<file path="config.mk">
export PLATFORM = sky130hd
export DESIGN_NAME = easyaxi_slv_rd
export DESIGN_NICKNAME = d
export VERILOG_FILES = /design/src/rtl/easyaxi_slv_rd_pkg.sv /design/src/rtl/easyaxi_slv_fifo.sv /design/src/rtl/easyaxi_slv_rd.sv
export SDC_FILE = /design/constraint.sdc
export NUM_CORES = 1
export LEC_CHECK = 0
export ABC_AREA = 1
export ABC_CLOCK_PERIOD_IN_PS = 4500
export CAP_MARGIN = 20
export CORE_ASPECT_RATIO = 0.8
export CORE_UTILIZATION = 59
export DETAILED_ROUTE_END_ITERATION = 10
export PLACE_DENSITY = 0.84
export SYNTH_ARGS = -nofsm -noshare
export SYNTH_HDL_FRONTEND = slang
export SYNTH_HIERARCHICAL = 1
export SYNTH_SLANG_ARGS = --single-unit
</file>
<file path="constraint.sdc">
create_clock -name clk -period 4.5 [get_ports clk]
set_input_delay 0.45 -clock clk [delete_from_list [all_inputs] [get_ports clk]]
set_output_delay 0.45 -clock clk [all_outputs]
set_load 0.02 [all_outputs]
</file>
<file path="src/rtl/easyaxi_slv_rd_pkg.sv">
// EasyAXI shared channel widths/encodings plus types for the read responder.
// Optional build macro: EASYAXI_SLV_RD_DELAY_EN adds a WAIT state ahead of
// every burst's first beat.
`ifndef EASYAXI_DEFINE_V
`define EASYAXI_DEFINE_V
`define AXI_ID_W        4
`define AXI_ADDR_W      32
`define AXI_LEN_W       8
`define AXI_SIZE_W      3
`define AXI_BURST_W     2
`define AXI_DATA_W      32
`define AXI_RESP_W      2
`define AXI_BURST_FIXED 2'b00
`define AXI_BURST_INCR  2'b01
`define AXI_BURST_WRAP  2'b10
`define AXI_RESP_OK     2'b00
`define AXI_RESP_SLVERR 2'b10
`define AXI_SIZE_4B     3'b010
`endif

package easyaxi_slv_rd_pkg;

  localparam int AW = `AXI_ADDR_W;
  localparam int LW = `AXI_LEN_W;
  localparam int SW = `AXI_SIZE_W;
  localparam int BW = `AXI_BURST_W;

  // One queued AR request; also the live burst context while beats go out.
  typedef struct packed {
    logic [`AXI_ID_W-1:0]    id;
    logic [`AXI_ADDR_W-1:0]  addr;
    logic [`AXI_LEN_W-1:0]   len;
    logic [`AXI_SIZE_W-1:0]  size;
    logic [`AXI_BURST_W-1:0] burst;
  } ar_req_t;

  localparam int AR_REQ_W = $bits(ar_req_t);

  typedef enum logic [1:0] {
    ST_IDLE = 2'd0,
    ST_DATA = 2'd1
`ifdef EASYAXI_SLV_RD_DELAY_EN
    , ST_WAIT = 2'd2
`endif
  } rd_state_e;

  // Address of the following beat. WRAP with an illegal length falls back
  // to INCR; any non-FIXED/WRAP encoding also steps like INCR.
  function automatic logic [AW-1:0] next_addr(input logic [AW-1:0] a,
                                              input logic [LW-1:0] len,
                                              input logic [SW-1:0] size,
                                              input logic [BW-1:0] burst);
    logic [AW-1:0] step, sum, win, res;
    logic          wrap_ok;
    step    = AW'(1) << size;
    sum     = a + step;
    win     = (AW'(len) + AW'(1)) << size;
    wrap_ok = (len == LW'(1)) || (len == LW'(3)) || (len == LW'(7)) || (len == LW'(15));
    res     = sum;
    if (burst == `AXI_BURST_FIXED)
      res = a;
    else if (burst == `AXI_BURST_WRAP && wrap_ok)
      res = (a & ~(win - AW'(1))) | (sum & (win - AW'(1)));
    return res;
  endfunction

endpackage

</file>
<file path="src/rtl/easyaxi_slv_fifo.sv">
// Generic synchronous FIFO; push is ignored when full, pop when empty.
module easyaxi_slv_fifo #(
  parameter int WIDTH = 8,
  parameter int DEPTH = 4
) (
  input  logic                     clk,
  input  logic                     rst,
  input  logic                     push_i,
  input  logic [WIDTH-1:0]         data_i,
  input  logic                     pop_i,
  output logic [WIDTH-1:0]         data_o,
  output logic                     full_o,
  output logic                     empty_o,
  output logic [$clog2(DEPTH):0]   count_o
);

  localparam int PW = $clog2(DEPTH);
  localparam int CW = PW + 1;

  logic [WIDTH-1:0] mem_q [DEPTH];
  logic [PW-1:0]    wptr_q, rptr_q;
  logic [CW-1:0]    cnt_q;
  logic             do_push, do_pop;

  assign full_o  = (cnt_q == CW'(DEPTH));
  assign empty_o = (cnt_q == '0);
  assign count_o = cnt_q;
  assign data_o  = mem_q[rptr_q];
  assign do_push = push_i & ~full_o;
  assign do_pop  = pop_i & ~empty_o;

  // Pointers and occupancy; simultaneous push/pop leaves the count unchanged.
  always_ff @(posedge clk) begin
    if (rst) begin
      wptr_q <= '0;
      rptr_q <= '0;
      cnt_q  <= '0;
    end else begin
      if (do_push) wptr_q <= wptr_q + PW'(1);
      if (do_pop)  rptr_q <= rptr_q + PW'(1);
      cnt_q <= cnt_q + CW'(do_push) - CW'(do_pop);
    end
  end

  // Storage needs no reset: entries are only read once written.
  always_ff @(posedge clk) begin
    if (do_push) mem_q[wptr_q] <= data_i;
  end

endmodule

</file>
<file path="src/rtl/easyaxi_slv_rd.sv">
// EasyAXI read responder: queues AR requests, returns in-order R bursts whose
// data is the beat address. Optional macro EASYAXI_SLV_RD_DELAY_EN inserts
// RD_DLY wait cycles before the first beat of each burst.
module easyaxi_slv_rd
  import easyaxi_slv_rd_pkg::*;
#(
  parameter int                     OST_DEPTH  = 4,
  parameter logic [`AXI_ADDR_W-1:0] ADDR_LIMIT = 32'h0000_1000,
  parameter int                     RD_DLY     = 3
) (
  input  logic                     clk,
  input  logic                     rst,
  input  logic                     axi_slv_arvalid,
  output logic                     axi_slv_arready,
  input  logic [`AXI_ID_W-1:0]     axi_slv_arid,
  input  logic [`AXI_ADDR_W-1:0]   axi_slv_araddr,
  input  logic [`AXI_LEN_W-1:0]    axi_slv_arlen,
  input  logic [`AXI_SIZE_W-1:0]   axi_slv_arsize,
  input  logic [`AXI_BURST_W-1:0]  axi_slv_arburst,
  output logic                     axi_slv_rvalid,
  input  logic                     axi_slv_rready,
  output logic [`AXI_ID_W-1:0]     axi_slv_rid,
  output logic [`AXI_DATA_W-1:0]   axi_slv_rdata,
  output logic [`AXI_RESP_W-1:0]   axi_slv_rresp,
  output logic                     axi_slv_rlast
);

`ifdef EASYAXI_SLV_RD_DELAY_EN
  localparam rd_state_e  POP_ST = (RD_DLY == 0) ? ST_DATA : ST_WAIT;
  localparam logic [7:0] DLY_LD = (RD_DLY > 0) ? 8'(RD_DLY - 1) : 8'd0;
  logic [7:0] dly_q, dly_d;
`else
  localparam rd_state_e  POP_ST = ST_DATA;
`endif

  rd_state_e             state_q, state_d;
  ar_req_t               req_q, req_d, q_head, q_in;
  logic [`AXI_LEN_W-1:0] beat_q, beat_d;
  logic                  q_full, q_empty, q_pop, ar_hs, r_hs, is_last;
  logic [$clog2(OST_DEPTH):0] q_cnt;

  assign axi_slv_arready = ~q_full;
  assign ar_hs = axi_slv_arvalid & axi_slv_arready;
  assign q_in  = '{id: axi_slv_arid, addr: axi_slv_araddr, len: axi_slv_arlen,
                   size: axi_slv_arsize, burst: axi_slv_arburst};

  easyaxi_slv_fifo #(.WIDTH(AR_REQ_W), .DEPTH(OST_DEPTH)) u_ar_q (
    .clk     (clk),
    .rst     (rst),
    .push_i  (ar_hs),
    .data_i  (q_in),
    .pop_i   (q_pop),
    .data_o  (q_head),
    .full_o  (q_full),
    .empty_o (q_empty),
    .count_o (q_cnt)
  );

  assign axi_slv_rvalid = (state_q == ST_DATA);
  assign is_last        = (beat_q == req_q.len);
  assign r_hs           = axi_slv_rvalid & axi_slv_rready;
  assign axi_slv_rlast  = axi_slv_rvalid & is_last;
  assign axi_slv_rid    = req_q.id;
  assign axi_slv_rdata  = `AXI_DATA_W'(req_q.addr);
  assign axi_slv_rresp  = (req_q.addr >= ADDR_LIMIT || req_q.burst == 2'b11)
                          ? `AXI_RESP_SLVERR : `AXI_RESP_OK;

  // Next state: pop on idle or on the last beat (zero-bubble), else step beats.
  always_comb begin
    state_d = state_q;
    req_d   = req_q;
    beat_d  = beat_q;
    q_pop   = 1'b0;
`ifdef EASYAXI_SLV_RD_DELAY_EN
    dly_d   = dly_q;
`endif
    unique case (state_q)
      ST_IDLE: begin
        if (!q_empty) begin
          q_pop   = 1'b1;
          req_d   = q_head;
          beat_d  = '0;
          state_d = POP_ST;
`ifdef EASYAXI_SLV_RD_DELAY_EN
          dly_d   = DLY_LD;
`endif
        end
      end
      ST_DATA: begin
        if (r_hs) begin
          if (is_last) begin
            if (!q_empty) begin
              q_pop   = 1'b1;
              req_d   = q_head;
              beat_d  = '0;
              state_d = POP_ST;
`ifdef EASYAXI_SLV_RD_DELAY_EN
              dly_d   = DLY_LD;
`endif
            end else begin
              state_d = ST_IDLE;
            end
          end else begin
            beat_d     = beat_q + `AXI_LEN_W'(1);
            req_d.addr = next_addr(req_q.addr, req_q.len, req_q.size, req_q.burst);
          end
        end
      end
`ifdef EASYAXI_SLV_RD_DELAY_EN
      ST_WAIT: begin
        if (dly_q == 8'd0) state_d = ST_DATA;
        else               dly_d   = dly_q - 8'd1;
      end
`endif
      default: state_d = ST_IDLE;
    endcase
  end

  // Burst context registers; reset abandons any burst in flight.
  always_ff @(posedge clk) begin
    if (rst) begin
      state_q <= ST_IDLE;
      req_q   <= '0;
      beat_q  <= '0;
    end else begin
      state_q <= state_d;
      req_q   <= req_d;
      beat_q  <= beat_d;
    end
  end

`ifdef EASYAXI_SLV_RD_DELAY_EN
  // First-beat delay counter.
  always_ff @(posedge clk) begin
    if (rst) dly_q <= 8'd0;
    else     dly_q <= dly_d;
  end
`endif

endmodule

</file>
# Yosys cells after proc, flatten, opt, wreduce, memory -nomap -nowiden
# Memory sizes are Yosys's and may differ from the RTL's. A register that Yosys moved wholly into a read port is not among the register bits.
# Cells that the tools add are included.
# totals
n_memories,1
ram_bits,196
register_bits,66
latch_bits,0
elab_cells,85
out_inout_bits,41
rom_bits,0
# mem_list
memory,words,width,rd,rd_clocked_by_memory_dff,write_ports,line_no,rtl
u_ar_q.mem_q,4,49,1,1,1,easyaxi_slv_fifo.sv:20,logic [WIDTH-1:0] mem_q [DEPTH];
# classes
addsub,8
mux,26
div_mod_pow,0
n_reduce_logical,13
mul,0
bitwise_logic,11
eq_ne,13
shift,2
order_cmp,1
# op_table
cell,n
$mux W49,2
$pmux W49 S2,1
$mux W32,3
$and A32 B32 Y32,2
$add A32 B32 Y32,1
$ge A32 B13 Y1 const B,1
$not A32 Y32,1
$or A32 B32 Y32,1
$shl A1 B3 Y32 const A,1
$shl A9 B3 Y32,1
$sub A32 B1 Y32 const B,1
$mux W8,3
$pmux W8 S2,1
$mux W13,1
$mux W2,6
$add A8 B1 Y9 const B,1
$reduce_and A3 Y1,3
$add A8 B1 Y8 const B,1
$eq A8 B1 Y1 const B,1
$eq A8 B2 Y1 const B,1
$eq A8 B3 Y1 const B,1
$eq A8 B4 Y1 const B,1
$eq A8 B8 Y1,1
$mux W1,6
other kinds (20),32

# Logic depth before layout (Yosys ltp)
# depth
word_depth,11
ltp_mapped,21
mapped_depth_nobuf,21

# Hierarchy
# The synthesis kept the hierarchy.
# modules_own_cells
mod,cells_per_inst,area_per_inst_um2,n_inst
easyaxi_slv_fifo,543,7744.9,1
easyaxi_slv_rd,910,5530.3,1

# Worst setup path after synthesis
# OpenSTA, ideal clock, no wires.
# synth_timing
path_type,flip-flop to flip-flop
from,register u_ar_q.cnt_q[1] (netlist: u_ar_q/count_o[1])
to,memory u_ar_q/mem_q[0][0] (netlist name) (enable)
synth_period_minus_slack_ns,3.475
stages_incl_launch_ff,7
arrival_ns,3.019
required_time_ns,4.044
path_buffers,0
slack_ns,1.025
path_cell_list,dfxtp_1 -> nor2_1 -> nand2_1 -> inv_1 -> nor2_1 -> nand2_1 -> nor2_1
# synth_between
elab_chain_cells,6
# synth_lines
item,line_no,rtl
from (decl),easyaxi_slv_fifo.sv:22,logic [CW-1:0] cnt_q;
from (signal assigned),easyaxi_slv_fifo.sv:41,cnt_q <= cnt_q + CW'(do_push) - CW'(do_pop);
$eq A3 B3 Y1,easyaxi_slv_fifo.sv:25,assign full_o = (cnt_q == CW'(DEPTH));
via q_full,easyaxi_slv_rd.sv:39,"logic q_full, q_empty, q_pop, ar_hs, r_hs, is_last;"
$not A1 Y1,easyaxi_slv_rd.sv:42,assign axi_slv_arready = ~q_full;
$and A1 B1 Y1,easyaxi_slv_rd.sv:43,assign ar_hs = axi_slv_arvalid & axi_slv_arready;
via ar_hs,easyaxi_slv_rd.sv:39,
$and A1 B1 Y1,easyaxi_slv_fifo.sv:29,assign do_push = push_i & ~full_o;
$mux W1,easyaxi_slv_fifo.sv:47,if (do_push) mem_q[wptr_q] <= data_i;
$mux W1 (not written as such),easyaxi_slv_fifo.sv:47,
to (decl),easyaxi_slv_fifo.sv:20,
# The timed path passes the listed nets, and every way through them passes these cells.

==> impl_metrics.py <==
metrics = {
    "logic_synthesis": {
        "syn-num-nets": 1527,
        "syn_area_um2": 13280,
        "async_reset_ff_share_pct": 0,
        "yosysMostFrequentCell": "nand2_1",
        "synth_area_per_cell_um2": 9.136,
        "synth_area_leaders": "edfxtp_1 (44%), dfxtp_1 (10%), nand2_1 (6.6%)",
        "synthMuxAreaShare_pct": 0.1508,
        "postSynthCellCount": 1453,
        "synth_area_leader_cell": "edfxtp_1",
        "yosys.area_share.simple_pct": 20.63,
        "synth_edf_count": 196,
        "synth_top_flop_cell": "edfxtp_1",
        "synthXorXnorAreaFrac_pct": 0.8577,
        "ys_seq_area_share_pct": 54.44,
        "synth.distinct_cells": 55,
        "synth_top_family_by_area": "simple AND/OR/NAND/NOR gates",
        "yosys.area_share.adder_pct": 2.092,
        "synth_top_area_share_pct": 44.34,
        "yosys_warnings": 6,
        "ys_top_cells_by_count": "nand2_1 (232), nor2_1 (205), edfxtp_1 (196)",
        "synth_compound_area_share_pct": 13.71,
        "ys_seq_elements": 263,
    },
    "global_route": {
        "grt_overflow_total": 0,
        "grt_use_met2_pct": 42.85,
        "grt_pass1_vias": 9457,
        "use_met3_pct": 4.658,
        "grt_usage_pct": 28.43,
        "grt_max_degree": 99,
        "met1_usage_pct": 42.72,
        "grt_pass1_wl_um": 50770,
        "grt.busiest_layer": "met2",
        "antenna_found_initial": 0,
    },
    "clock_tree": {
        "cts.repair.resized": 0,
        "clk_pin_slew_ps": 70,
        "clock_sinks": 263,
        "cts_buffer_depth": 3,
        "htreeDepth": 1,
        "cts_setup_buffers": 0,
        "cts_tree": "yes",
        "clk_latency_ps": 550,
        "cts_inserted_buffers": 25,
        "hold_buffers": 0,
        "cts_root_buf": "clkbuf_16",
    },
    "run": {
        "maxCapViolations": 0,
    },
    "placement": {
        "portBuffers": 92,
        "dp_cells": 1755,
        "hpwlAfterDp_um": 21360,
        "gp_congestion": 0.9396,
    },
    "timing": {
        "rsz0062_at_grt": "no",
        "maxSlewHeadroom_pct": 35.13,
        "max_clock_freq_mhz": 275.3,
        "period_minus_slack_ps": 3633,
        "skew_ps": 13.66,
        "final-setup-viol-count": 0,
        "finalSetupTns_ps": 0,
        "worstMarginPinSlew_ps": 973.1,
        "min_period_over_period_pct": 80.72,
        "hold_viol_final": 0,
        "drv_slew": 0,
    },
    "routing": {
        "first_pass_iters": 6,
        "drc": 0,
        "vias": 10490,
        "ant_nets": 0,
        "wirelength_um": 32580,
        "vias_per_cell": 5.829,
        "avgRoutedWirePerCell_um": 18.10,
        "drt_iter0_markers": 1205,
    },
    "floorplan": {
        "die_h_um": 136.2,
        "row_count": 48,
        "num_io_pins": 94,
        "dieArea_um2": 23110,
        "die_w_um": 169.7,
        "core_um2": 21800,
        "start_util_pct": 60.89,
    },
    "cells_and_area": {
        "area.sequential_um2": 7228,
        "fillers": 1676,
        "synthToLayoutAreaGrowth_pct": 12.38,
        "fin_cells": 1800,
        "drive_above_1_share_pct": 8.467,
        "multi_input_area_um2": 5007,
        "antenna_cells": 0,
        "nets": 1556,
    },
    "setup_path": {
        "arrival_ps": 4050,
        "cp-start-kind": "flip-flop",
        "worstPathRequired_ps": 4920,
        "worst_setup_path_end_kind": "flip-flop",
        "worstPathMaxFanout": 18,
        "crit_type": "flip-flop to flip-flop",
    },
    "pwr": {
        "leakagePower_nw": 5.464,
        "power_density_nw_per_um2": 649.3,
        "ir_worst_vdd_mv": 0.3812,
    },
    "hold_path": {
        "hp-class": "flip-flop to flip-flop",
    },
    "run_status": {
        "status": "finished, final reports clean",
    },
}
## layout make-up
type | count | share of cell area [%]
inverter | 115 | 2.927
timing repair buffer | 105 | 7.078
tap | 300 | 2.516
clock buffer | 25 | 4.193
clock inverter | 20 | 1.275
sequential | 263 | 48.45
multi-input combinational | 972 | 33.56
## critical path, stage by stage, from the launching register on
cell and delay (ps):
dfxtp_1 690, clkinv_1 460, nand2_1 200, nor2_1 60, ha_1 350, nand2_1 110
o21ai_0 170, a21oi_1 80, nand2_1 80, nand2_1 60, inv_1 80, nand3_1 150
nor2_1 410, nand2_1 190, o21ai_0 180, nand3_1 90, nand2_1 80, a21oi_1 50
## placed cells by master (no fill, tap or decap), types with 7 or more instances in the layout
cell / n
nor3_1: 15
nor2_4: 7
clkinv_1: 7
buf_4: 10
nor2_1: 200
dfxtp_1: 66
clkbuf_16: 25
clkdlybuf4s50_1: 92
o22ai_1: 49
inv_2: 8
nand4_1: 20
nand3_2: 9
o211ai_1: 14
o21ai_0: 157
nand3_1: 92
a211oi_1: 7
a21oi_2: 8
nand2_2: 12
a21oi_1: 64
edfxtp_1: 196
xor2_1: 11
ha_1: 19
nand2_1: 232
inv_1: 101
## where the power goes
group / switching (mW) / internal [mW]
clock network: 0.950 / 1.15
registers: 0.344 / 3.08
logic: 2.80 / 1.37
total: 4.09 / 5.60
## logic make-up (layout without fill, tap and decap cells)
kind of cell / after synthesis / count (layout)
AND/OR/NAND/NOR: 614 / 614
AO/OA/AOI/OAI: 321 / 321
flip-flops: 263 / 263
buffers and inverters: 218 / 265
adder cells (fa/ha/maj): 21 / 21
XOR/XNOR: 13 / 13
multiplexers: 2 / 2
other: 1 / 1
## final timing paths
check,slack (ps),cells past startpoint,to,from
max,870,17,flip-flop,req_q[3]
min,490,2,axi_slv_rid[3],axi_slv_rid[3]
max reg2reg,870,17,flip-flop,req_q[3]
min reg2reg,490,2,axi_slv_rid[3],axi_slv_rid[3]
## stage by stage
step / utilization, % / hold slack [ps] / total power, mW / setup slack [ps] / area, um2
after floorplan: - / 448.1 / 6.519 / 1025 / 13280
after global placement: 64.69 / 465.6 / 7.415 / 1051 / 14100
after detailed placement: 64.69 / 479.1 / 7.527 / 951.4 / 14100
after CTS: 68.43 / 494.8 / 9.629 / 934.3 / 14920
after global routing: 68.43 / 515.3 / 10.27 / 450.6 / 14920
final: 68.43 / 494.0 / 9.688 / 867.4 / 14920
## routing by layer
metal / wire [um] / vias to the layer above
met3: 3331 / 51
met4: 731 / 0
met2: 14220 / 522
met5: 0 / -
met1: 14300 / 4871
li1: - / 5049
(Power assumes the default switching activity.)
